File: config.mk
export PLATFORM = sky130hd
export DESIGN_NAME = ahb_slave_port_arbiter
export DESIGN_NICKNAME = d
export VERILOG_FILES = /design/src/rtl/ahb_slave_port_arbiter.sv
export SDC_FILE = /design/constraint.sdc
export NUM_CORES = 1
export LEC_CHECK = 0
export ABC_AREA = 1
export BUFFER_PORTS_ARGS = -buffer_cell sky130_fd_sc_hd__buf_2
export CELL_PAD_IN_SITES_DETAIL_PLACEMENT = 2
export CELL_PAD_IN_SITES_GLOBAL_PLACEMENT = 2
export CORE_AREA = 2 2 182 184
export CTS_CLUSTER_SIZE = 16
export DETAILED_ROUTE_END_ITERATION = 7
export DIE_AREA = 0 0 184 186
export PLACE_DENSITY_LB_ADDON = 0.1
export SLEW_MARGIN = 20
export SYNTH_ARGS = -nofsm -noshare
export SYNTH_HDL_FRONTEND = slang
export SYNTH_HIERARCHICAL = 1
export SYNTH_SLANG_ARGS = --single-unit
File: constraint.sdc
create_clock -name HCLK -period 1.57 [get_ports HCLK]
set_input_delay 0.0785 -clock HCLK [delete_from_list [all_inputs] [get_ports HCLK]]
set_output_delay 0.0785 -clock HCLK [all_outputs]
set_load 0.02 [all_outputs]
File: src/rtl/ahb_slave_port_arbiter.sv
// Per-slave AHB-lite arbiter: forwards one of NUM_M masters to the slave,
// holds it through bursts and tracks the data-phase owner separately.

module ahb_spa_lane (
  input  logic hreset,
  input  logic hsel,
  input  logic trans_act,
  input  logic own_addr,
  input  logic own_data,
  input  logic hready_s,
  input  logic hresp_s,
  output logic req,
  output logic hready_m,
  output logic hresp_m
);
  assign req = hsel & trans_act;

  always_comb begin
    if (hreset)                   hready_m = 1'b1;
    else if (own_addr | own_data) hready_m = hready_s;
    else if (req)                 hready_m = 1'b0;
    else                          hready_m = 1'b1;
  end

  assign hresp_m = ~hreset & own_data & hresp_s;
endmodule

module ahb_slave_port_arbiter #(
  parameter  int NUM_M  = 4,
  parameter  int ADDR_W = 32,
  parameter  int DATA_W = 32,
  parameter  int MODE   = 0,
  localparam int IW     = $clog2(NUM_M)
) (
  input  logic                     HCLK,
  input  logic                     HRESET,
  input  logic [IW-1:0]            PRIO_SEL,
  input  logic [NUM_M-1:0]         HSEL_M,
  input  logic [2*NUM_M-1:0]       HTRANS_M,
  input  logic [NUM_M*ADDR_W-1:0]  HADDR_M,
  input  logic [NUM_M-1:0]         HWRITE_M,
  input  logic [2*NUM_M-1:0]       HSIZE_M,
  input  logic [3*NUM_M-1:0]       HBURST_M,
  input  logic [NUM_M*DATA_W-1:0]  HWDATA_M,
  input  logic                     HREADY_S,
  input  logic                     HRESP_S,
  input  logic [DATA_W-1:0]        HRDATA_S,
  output logic                     HSEL_S,
  output logic [ADDR_W-1:0]        HADDR_S,
  output logic                     HWRITE_S,
  output logic [1:0]               HSIZE_S,
  output logic [1:0]               HTRANS_S,
  output logic [2:0]               HBURST_S,
  output logic [DATA_W-1:0]        HWDATA_S,
  output logic [NUM_M-1:0]         HREADY_M,
  output logic [NUM_M-1:0]         HRESP_M,
  output logic [DATA_W-1:0]        HRDATA_M,
  output logic [NUM_M-1:0]         GNT_ADDR,
  output logic [NUM_M-1:0]         GNT_DATA
);
  localparam logic [1:0] T_IDLE   = 2'b00;
  localparam logic [1:0] T_NONSEQ = 2'b10;
  localparam logic [1:0] T_SEQ    = 2'b11;

  typedef struct packed {
    logic              sel;
    logic [ADDR_W-1:0] addr;
    logic              write;
    logic [1:0]        size;
    logic [1:0]        trans;
    logic [2:0]        burst;
  } ahb_ctl_t;

  ahb_ctl_t   [NUM_M-1:0]             m_ctl;
  logic       [NUM_M-1:0][DATA_W-1:0] m_wdata;
  logic       [NUM_M-1:0]             trans_act, req, req_arb, win;
  ahb_ctl_t                           own;
  logic       [IW-1:0]                own_idx;
  logic       [DATA_W-1:0]            wdata;

  logic [NUM_M-1:0] gnt_addr, gnt_data;
  logic [3:0]       cnt, cnt_n;
  logic             incr, incr_n, lock_n;
  logic [IW-1:0]    rr_ptr, rr_n;

  for (genvar i = 0; i < NUM_M; i++) begin : g_m
    assign m_ctl[i] = '{sel:   HSEL_M[i],
                        addr:  HADDR_M[i*ADDR_W +: ADDR_W],
                        write: HWRITE_M[i],
                        size:  HSIZE_M[2*i +: 2],
                        trans: HTRANS_M[2*i +: 2],
                        burst: HBURST_M[3*i +: 3]};
    assign m_wdata[i]   = HWDATA_M[i*DATA_W +: DATA_W];
    assign trans_act[i] = HTRANS_M[2*i+1];
  end

  ahb_spa_lane u_lane [NUM_M-1:0] (
    .hreset    (HRESET),
    .hsel      (HSEL_M),
    .trans_act (trans_act),
    .own_addr  (gnt_addr),
    .own_data  (gnt_data),
    .hready_s  (HREADY_S),
    .hresp_s   (HRESP_S),
    .req       (req),
    .hready_m  (HREADY_M),
    .hresp_m   (HRESP_M)
  );

  always_comb begin
    own     = '0;
    own_idx = '0;
    wdata   = '0;
    for (int i = 0; i < NUM_M; i++) begin
      if (gnt_addr[i]) begin
        own     = m_ctl[i];
        own_idx = IW'(i);
      end
      if (gnt_data[i]) wdata = m_wdata[i];
    end
  end

  function automatic logic [3:0] beats_m1(input logic [2:0] b);
    case (b)
      3'd2, 3'd3: beats_m1 = 4'd3;
      3'd4, 3'd5: beats_m1 = 4'd7;
      3'd6, 3'd7: beats_m1 = 4'd15;
      default:    beats_m1 = 4'd0;
    endcase
  endfunction

  // Lock is judged on the post-edge state so the edge taking a burst's
  // NONSEQ keeps the grant and the edge taking its last beat re-arbitrates.
  always_comb begin
    cnt_n  = cnt;
    incr_n = incr;
    rr_n   = rr_ptr;
    if (HRESP_S && !HREADY_S) begin
      cnt_n  = '0;
      incr_n = 1'b0;
    end else if (HREADY_S && (|gnt_addr)) begin
      case (own.trans)
        T_NONSEQ: begin
          cnt_n  = beats_m1(own.burst);
          incr_n = (own.burst == 3'd1);
          rr_n   = own_idx;
        end
        T_SEQ:   if (cnt != 4'd0) cnt_n = cnt - 4'd1;
        T_IDLE:  incr_n = 1'b0;
        default: ;
      endcase
    end
    lock_n = (cnt_n != 4'd0) | incr_n;
  end

  // The owner's current transfer is being accepted at this edge, so it is
  // not a fresh request and must not win the bus back.
  assign req_arb = req & ~gnt_addr;

  always_comb begin
    int  s, idx;
    logic found;
    win   = '0;
    found = 1'b0;
    s     = (MODE == 1) ? (int'(rr_n) + 1) % NUM_M : int'(PRIO_SEL) % NUM_M;
    for (int j = 0; j < NUM_M; j++) begin
      idx = (s + j) % NUM_M;
      if (!found && req_arb[IW'(idx)]) begin
        win[IW'(idx)] = 1'b1;
        found         = 1'b1;
      end
    end
  end

  always_ff @(posedge HCLK) begin
    if (HRESET) begin
      gnt_addr <= '0;
      gnt_data <= '0;
      cnt      <= '0;
      incr     <= 1'b0;
      rr_ptr   <= IW'(NUM_M - 1);
    end else begin
      cnt    <= cnt_n;
      incr   <= incr_n;
      rr_ptr <= rr_n;
      if (HREADY_S) begin
        gnt_data <= own.trans[1] ? gnt_addr : '0;
        if (!lock_n) gnt_addr <= win;
      end
    end
  end

  assign HSEL_S   = own.sel;
  assign HADDR_S  = own.addr;
  assign HWRITE_S = own.write;
  assign HSIZE_S  = own.size;
  assign HTRANS_S = own.trans;
  assign HBURST_S = own.burst;
  assign HWDATA_S = wdata;
  assign HRDATA_M = HRDATA_S;
  assign GNT_ADDR = gnt_addr;
  assign GNT_DATA = gnt_data;
endmodule
### Word level (Yosys, flattened, before mapping)

Cells that the tools add are included.

* bitwise logic cells: 24
* order comparisons: 8
* shift operators: 0
* equality and inequality tests: 9
* reductions and logical operators: 21
* $mul: 0
* mux-type cells: 56
* divide/modulo/power cells: 0
* add/subtract/negate cells: 4

Operators with widths (number)
* 41-bit 2-to-1 mux: 4
* 32-bit 2-to-1 mux: 4
* 4-bit 2-to-1 mux: 8
* 1-bit 2-to-1 mux: 29
* 2-bit by 4-bit less-than comparator with 1-bit output, second input constant: 4
* 1-bit bitwise AND: 12
* 3-bit == test, second input constant: 4
* 4-bit OR: 3
* 4-bit case mux with 3 select lines: 1
* 1-bit logical AND: 9
* 1-bit binary-select mux with 2-bit select: 4
* 1-bit demux with 2-bit select: 4
* 2-bit by 1-bit greater-or-equal comparator with 1-bit output, second input constant: 4
* 4-bit case mux with 2 select lines: 1
* 4-bit nonzero test: 2
* 3-bit by 2-bit == test with 1-bit output, second input constant: 2
* 2-bit OR reduction: 3
* 1-bit OR: 5
* 2-bit adder, second input constant: 2
* 4-bit bitwise AND: 1
* 2-bit == test, second input constant: 2
* 1-bit zero test: 4
* 4-bit NOT: 1
* 4-bit OR reduction: 1
* 7 further kinds: 8

* memories: 0
* word-level logic and storage cells: 126
* memory bits (read-only): 0
* register bits: 13
* bits in latches: 0
* memory bits (writable): 0
* bits of input ports: 330
* output and inout bits: 121

### Depth between registers and ports, before layout

* word-level depth: 15
* mapped depth: 16
* mapped depth without buffers: 15

### Cells and area by module

Netlist, hierarchy kept.

Modules (own cells, without submodules)
* ahb_slave_port_arbiter: cells each 701, sequential area each 260.2 µm², area an instance 3697.3 µm², instances 1
* ahb_spa_lane: cells each 9, sequential area each 0.0 µm², area an instance 36.3 µm², instances 4

### Worst setup path before layout

Ideal clock, no wire load.

* path kind: register -> output
* from: register gnt_addr[0], in the netlist GNT_ADDR[0]
* to: output HADDR_S[12]
* required time: 1492 ps
* data arrival time: 1982 ps
* setup slack: -490 ps
* buffers on the path: 2
* stages on the path, launching flop included: 7
* cell sequence: dfxtp_1 > buf_4 > inv_2 > nor2_1 > clkbuf_1 > a221oi_1 > o31ai_1

* cells in the longest elaborated chain, start to end: 4

Ends and longest elaborated chain
* start, declared: RTL line 81 `logic [NUM_M-1:0] gnt_addr, gnt_data;`
* start signal, assigned: RTL line 188 `if (!lock_n) gnt_addr <= win;`
* 41-bit 2-to-1 mux (4 in a row): RTL line 115 `if (gnt_addr[i]) begin`
* end, declared: RTL line 49 `output logic [ADDR_W-1:0] HADDR_S,`

Every way passes these cells.

### Worst setup path in the final report

* from: register gnt_addr[0], in the netlist GNT_ADDR[0]
* to: output HADDR_S[10]

Same word-level chain as after synthesis.

==> impl_results.md <==
- Total Routed Length: roughly 30000 um
- Final Core Density: a little over a quarter
- Buf+Inv Stages, Crit Path: 6
- Syn Std Cell Area: just under 4000 um^2
- Worst EP arrival: 1.79 ns
- Pint: 4240 uW
- Most common cell on crit path: buf_4
- Final setup vio count: 69
- Fmax: 535 MHz
- CTS clk-pin slew, worst paths: around 0.050 ns
- #FFs+latches synth: 13
- Clock power share: under 10%
- Clk_lat worst skew: 0.25 ns
- Clk_skew: ~0.0058 ns
- Vias per cell: around 4.3
- Nets: roughly 1500
- CTS tree: done
- Slew margin rel.: approximately 58%
- Max FO, Critical Path: 16
- Worst setup EP type: primary output
- Static leakage: between 0.004 and 0.005 uW
- Finished Cell Area: 8490 um^2
- Die area: approximately 34000 um^2
- Placed wire-length estimate: 23400 um
- Worst vdd rail ir drop: between 0.3 and 0.4 mV
- Fin crit period: between 1.5 and 2 ns
- Psw: roughly 4500 uW
- Delay-heaviest family, CP: buffers and inverters
- Comb pwr share: roughly nine tenths
- Max Root-Sink Buffers: 2
- PD cells: 1030 nW/um^2
- Reg2reg start: GNT_ADDR[0]
- Maxcap violations: 0
- Syn Inst Count: approximately 740
- Fill cell count: around 4000
- Outcome: finished, violations left
- RSZ-0062 raised after global routing: yes
- CP Launch Type: register
- I/O Pins: roughly 450
- GP Congestion: 0.764
- Layout area overhead: 121%
- Reg power frac: under 10%
- Root Buffer: clkbuf_16
- Worst path required time: 1.49 ns
- Die width: about 180 um
- CTS H-tree lvls: 1
- Setup ws final: -0.299 ns
- Placed instance area: 6940 um^2
- Hold-fix buffers at CTS: 0
- First-pass detailed-route iteration total: 4
- Post-synth net total: ~1100
- Share of post-route cells with drive strength above 1: between 60 and 70%
- Register area share after synthesis: 6.77%
- Hold Crit Start: HRDATA_S[11]
- TritonCTS buffer count: 3
- Final hold slack: around 0.16 ns
- Slowest Stage Delay on Critical Path: slightly below 0.4 ns
- Sw frac: around half
- Core area: 32200 um^2
- Vias post-DR: 6735
- Global-route wire length before repair: between 40000 and 50000 um
- Violated checks: negative setup slack
- Hold WC Path Type: input port to primary output
- Post-DR wirelength/cell: between 15 and 20 um
- GRT Overall Usage: around 16%
- Syn. warnings: 6
- Synth cell types: 38
- Cell chain of the critical path: buf_4 > inv_4 > buf_6 > nor2_4 > buf_12 > a221oi_2 > buf_4 > o31ai_2 > buf_4
- Overall power: 8770 uW
- Die Y: 186 um
- CTS Sinks: 13
- Synthesized area per cell: around 5.2 um^2
- Pins over their slew limit: 0
- Largest net degree at the start of global routing: 62
- Tcrit/Tclk final: 119%
- Port bufs: roughly 390
- Final hold violations: 0
- TNS Setup: -11.05 ns
- DRC: 0
- Critical Path Start: GNT_ADDR[0]
- Initial antenna violation count: 8
- Critical-path top delay cell: dfxtp_4
- Initial core utilization: a little under an eighth
- Std-Cell Rows: 66
- Total gr overflow: 0
- Routed Antenna Nets: 0
- Vias in the first global route: between 7000 and 8000
- DRC violation total after the first TritonRoute iteration: 104
- Critical Setup Path Class: register to primary output
- Least-Margin Pin Slew: between 0.6 and 0.7 ns
-- cell usage after synthesis --
| library cell | n | area [um^2] |
|---|---|---|
| a211oi_1 | 2 | 15.0 |
| a21oi_1 | 78 | 390 |
| a21oi_2 | 2 | 17.5 |
| a221oi_1 | 37 | 324 |
| and2_1 | 1 | 6.26 |
| buf_1 | 1 | 3.75 |
| buf_2 | 3 | 15.0 |
| buf_4 | 36 | 270 |
| buf_6 | 3 | 33.8 |
| clkbuf_1 | 38 | 143 |
| clkbuf_2 | 1 | 5.00 |
| clkbuf_4 | 1 | 7.51 |
| dfxtp_1 | 13 | 260 |
| ha_1 | 9 | 113 |
| inv_1 | 39 | 146 |
| inv_2 | 4 | 15.0 |
| inv_4 | 1 | 6.26 |
| inv_6 | 1 | 8.76 |
| nand2_1 | 243 | 912 |
| nand2_2 | 7 | 43.8 |
| nand2_4 | 1 | 11.3 |
| nand3_1 | 30 | 150 |
| nand3_2 | 2 | 20.0 |
| nand4_1 | 4 | 25.0 |
| nand4_2 | 1 | 12.5 |
| nor2_1 | 114 | 428 |
| nor2_2 | 6 | 37.5 |
| nor2_4 | 1 | 11.3 |
| nor3_1 | 1 | 5.00 |
| nor3_2 | 1 | 10.0 |
| o211ai_1 | 2 | 15.0 |
| o21ai_0 | 5 | 25.0 |
| o21ai_1 | 6 | 30.0 |
| o21ai_2 | 3 | 26.3 |
| o31ai_1 | 37 | 278 |
| or2_0 | 1 | 6.26 |
| or2_2 | 1 | 6.26 |
| xor2_1 | 1 | 8.76 |
-- registers in the layout, summed over array words and instances (netlist names) --
signal and cells:
incr 1, GNT_ADDR 4, GNT_DATA 4, cnt 4
-- cell families (layout without fill, tap and decap cells) --
family          Yosys count  count (layout)  synth area share (%)
compound gates          172             172                  29.2
xor+xnor                  1               1                 0.228
fa+ha+maj                 9               9                  2.93
buf+inv                 128             558                  17.0
flops                    13              13                  6.77
other cells               0               4                     0
simple gates            414             415                  43.9
-- timing repair --
| item | 4_1_cts | 5_1_grt |
|---|---|---|
| gates resized for setup | 110 | 214 |
| pin swaps | 10 | 71 |
| cloned | 2 | 7 |
| setup endpoints to repair | 81 | 83 |
| setup buffers | 12 | 16 |
-- cell usage in the layout (no fill, tap or decap), drive strengths merged --
cell type	n
nand3	32
ha	9
clkbuf	7
nor2	121
inv	45
a221oi	37
xor2	1
o21ai	14
buf	505
a21oi	80
dfxtp	13
o31ai	37
a211oi	2
nand4	5
and2	1
or2	2
clkinv	1
nand2	252
nor3	2
diode	4
o211ai	2
-- layout make-up --
class                           instances  area (um^2)  share of cell area (%)
Inverter                               45          186                    2.20
Sequential cell                        13          280                    3.30
Multi-Input combinational cell        597         4000                    47.1
Antenna cell                            4         10.0                   0.118
Tap cell                              408          510                    6.01
Clock buffer                            3         75.1                   0.884
Clock inverter                          1         5.00                  0.0589
Timing Repair Buffer                  509         3420                    40.3
-- through the flow --
step	std cells	worst slack [ns]
final	1580	-0.299
after global routing	1579	-0.476
after CTS	1555	-0.286
after detailed placement	1537	-0.335
after global placement	1537	-0.299
after floorplan	737	-0.132
-- power by group through the flow --
stage / Combinational [uW] / Clock (uW) / Sequential (uW)
CTS: 6810 / 508 / 484
global placement: 6050 / 0 / 478
finish: 7790 / 494 / 484
floorplan: 3660 / 0 / 473
detailed placement: 6080 / 0 / 482
global route: 8410 / 529 / 496
-- layer usage --
layer / vias to the layer above / GRT usage [%] / share of wire [%]
met2: 217 / 30.0 / 53
li1: 3309 / - / -
met5: - / 0 / 0.16
met3: 24 / 3.48 / 6.4
met1: 3177 / 18.0 / 40
met4: 8 / 2.21 / 0.83
-- path summary, 6_finish.rpt --
| path | endpoint | depth (start not counted) | slack (ns) |
|---|---|---|---|
| min reg2reg | GNT_DATA[0] | 3 | 0.58 |
| max reg2reg | GNT_ADDR[1] | 16 | -0.28 |
| max | HADDR_S[10] | 9 | -0.30 |
| min | HRDATA_M[11] | 0 | 0.16 |
Note: power is estimated with default switching activity, not from simulation.
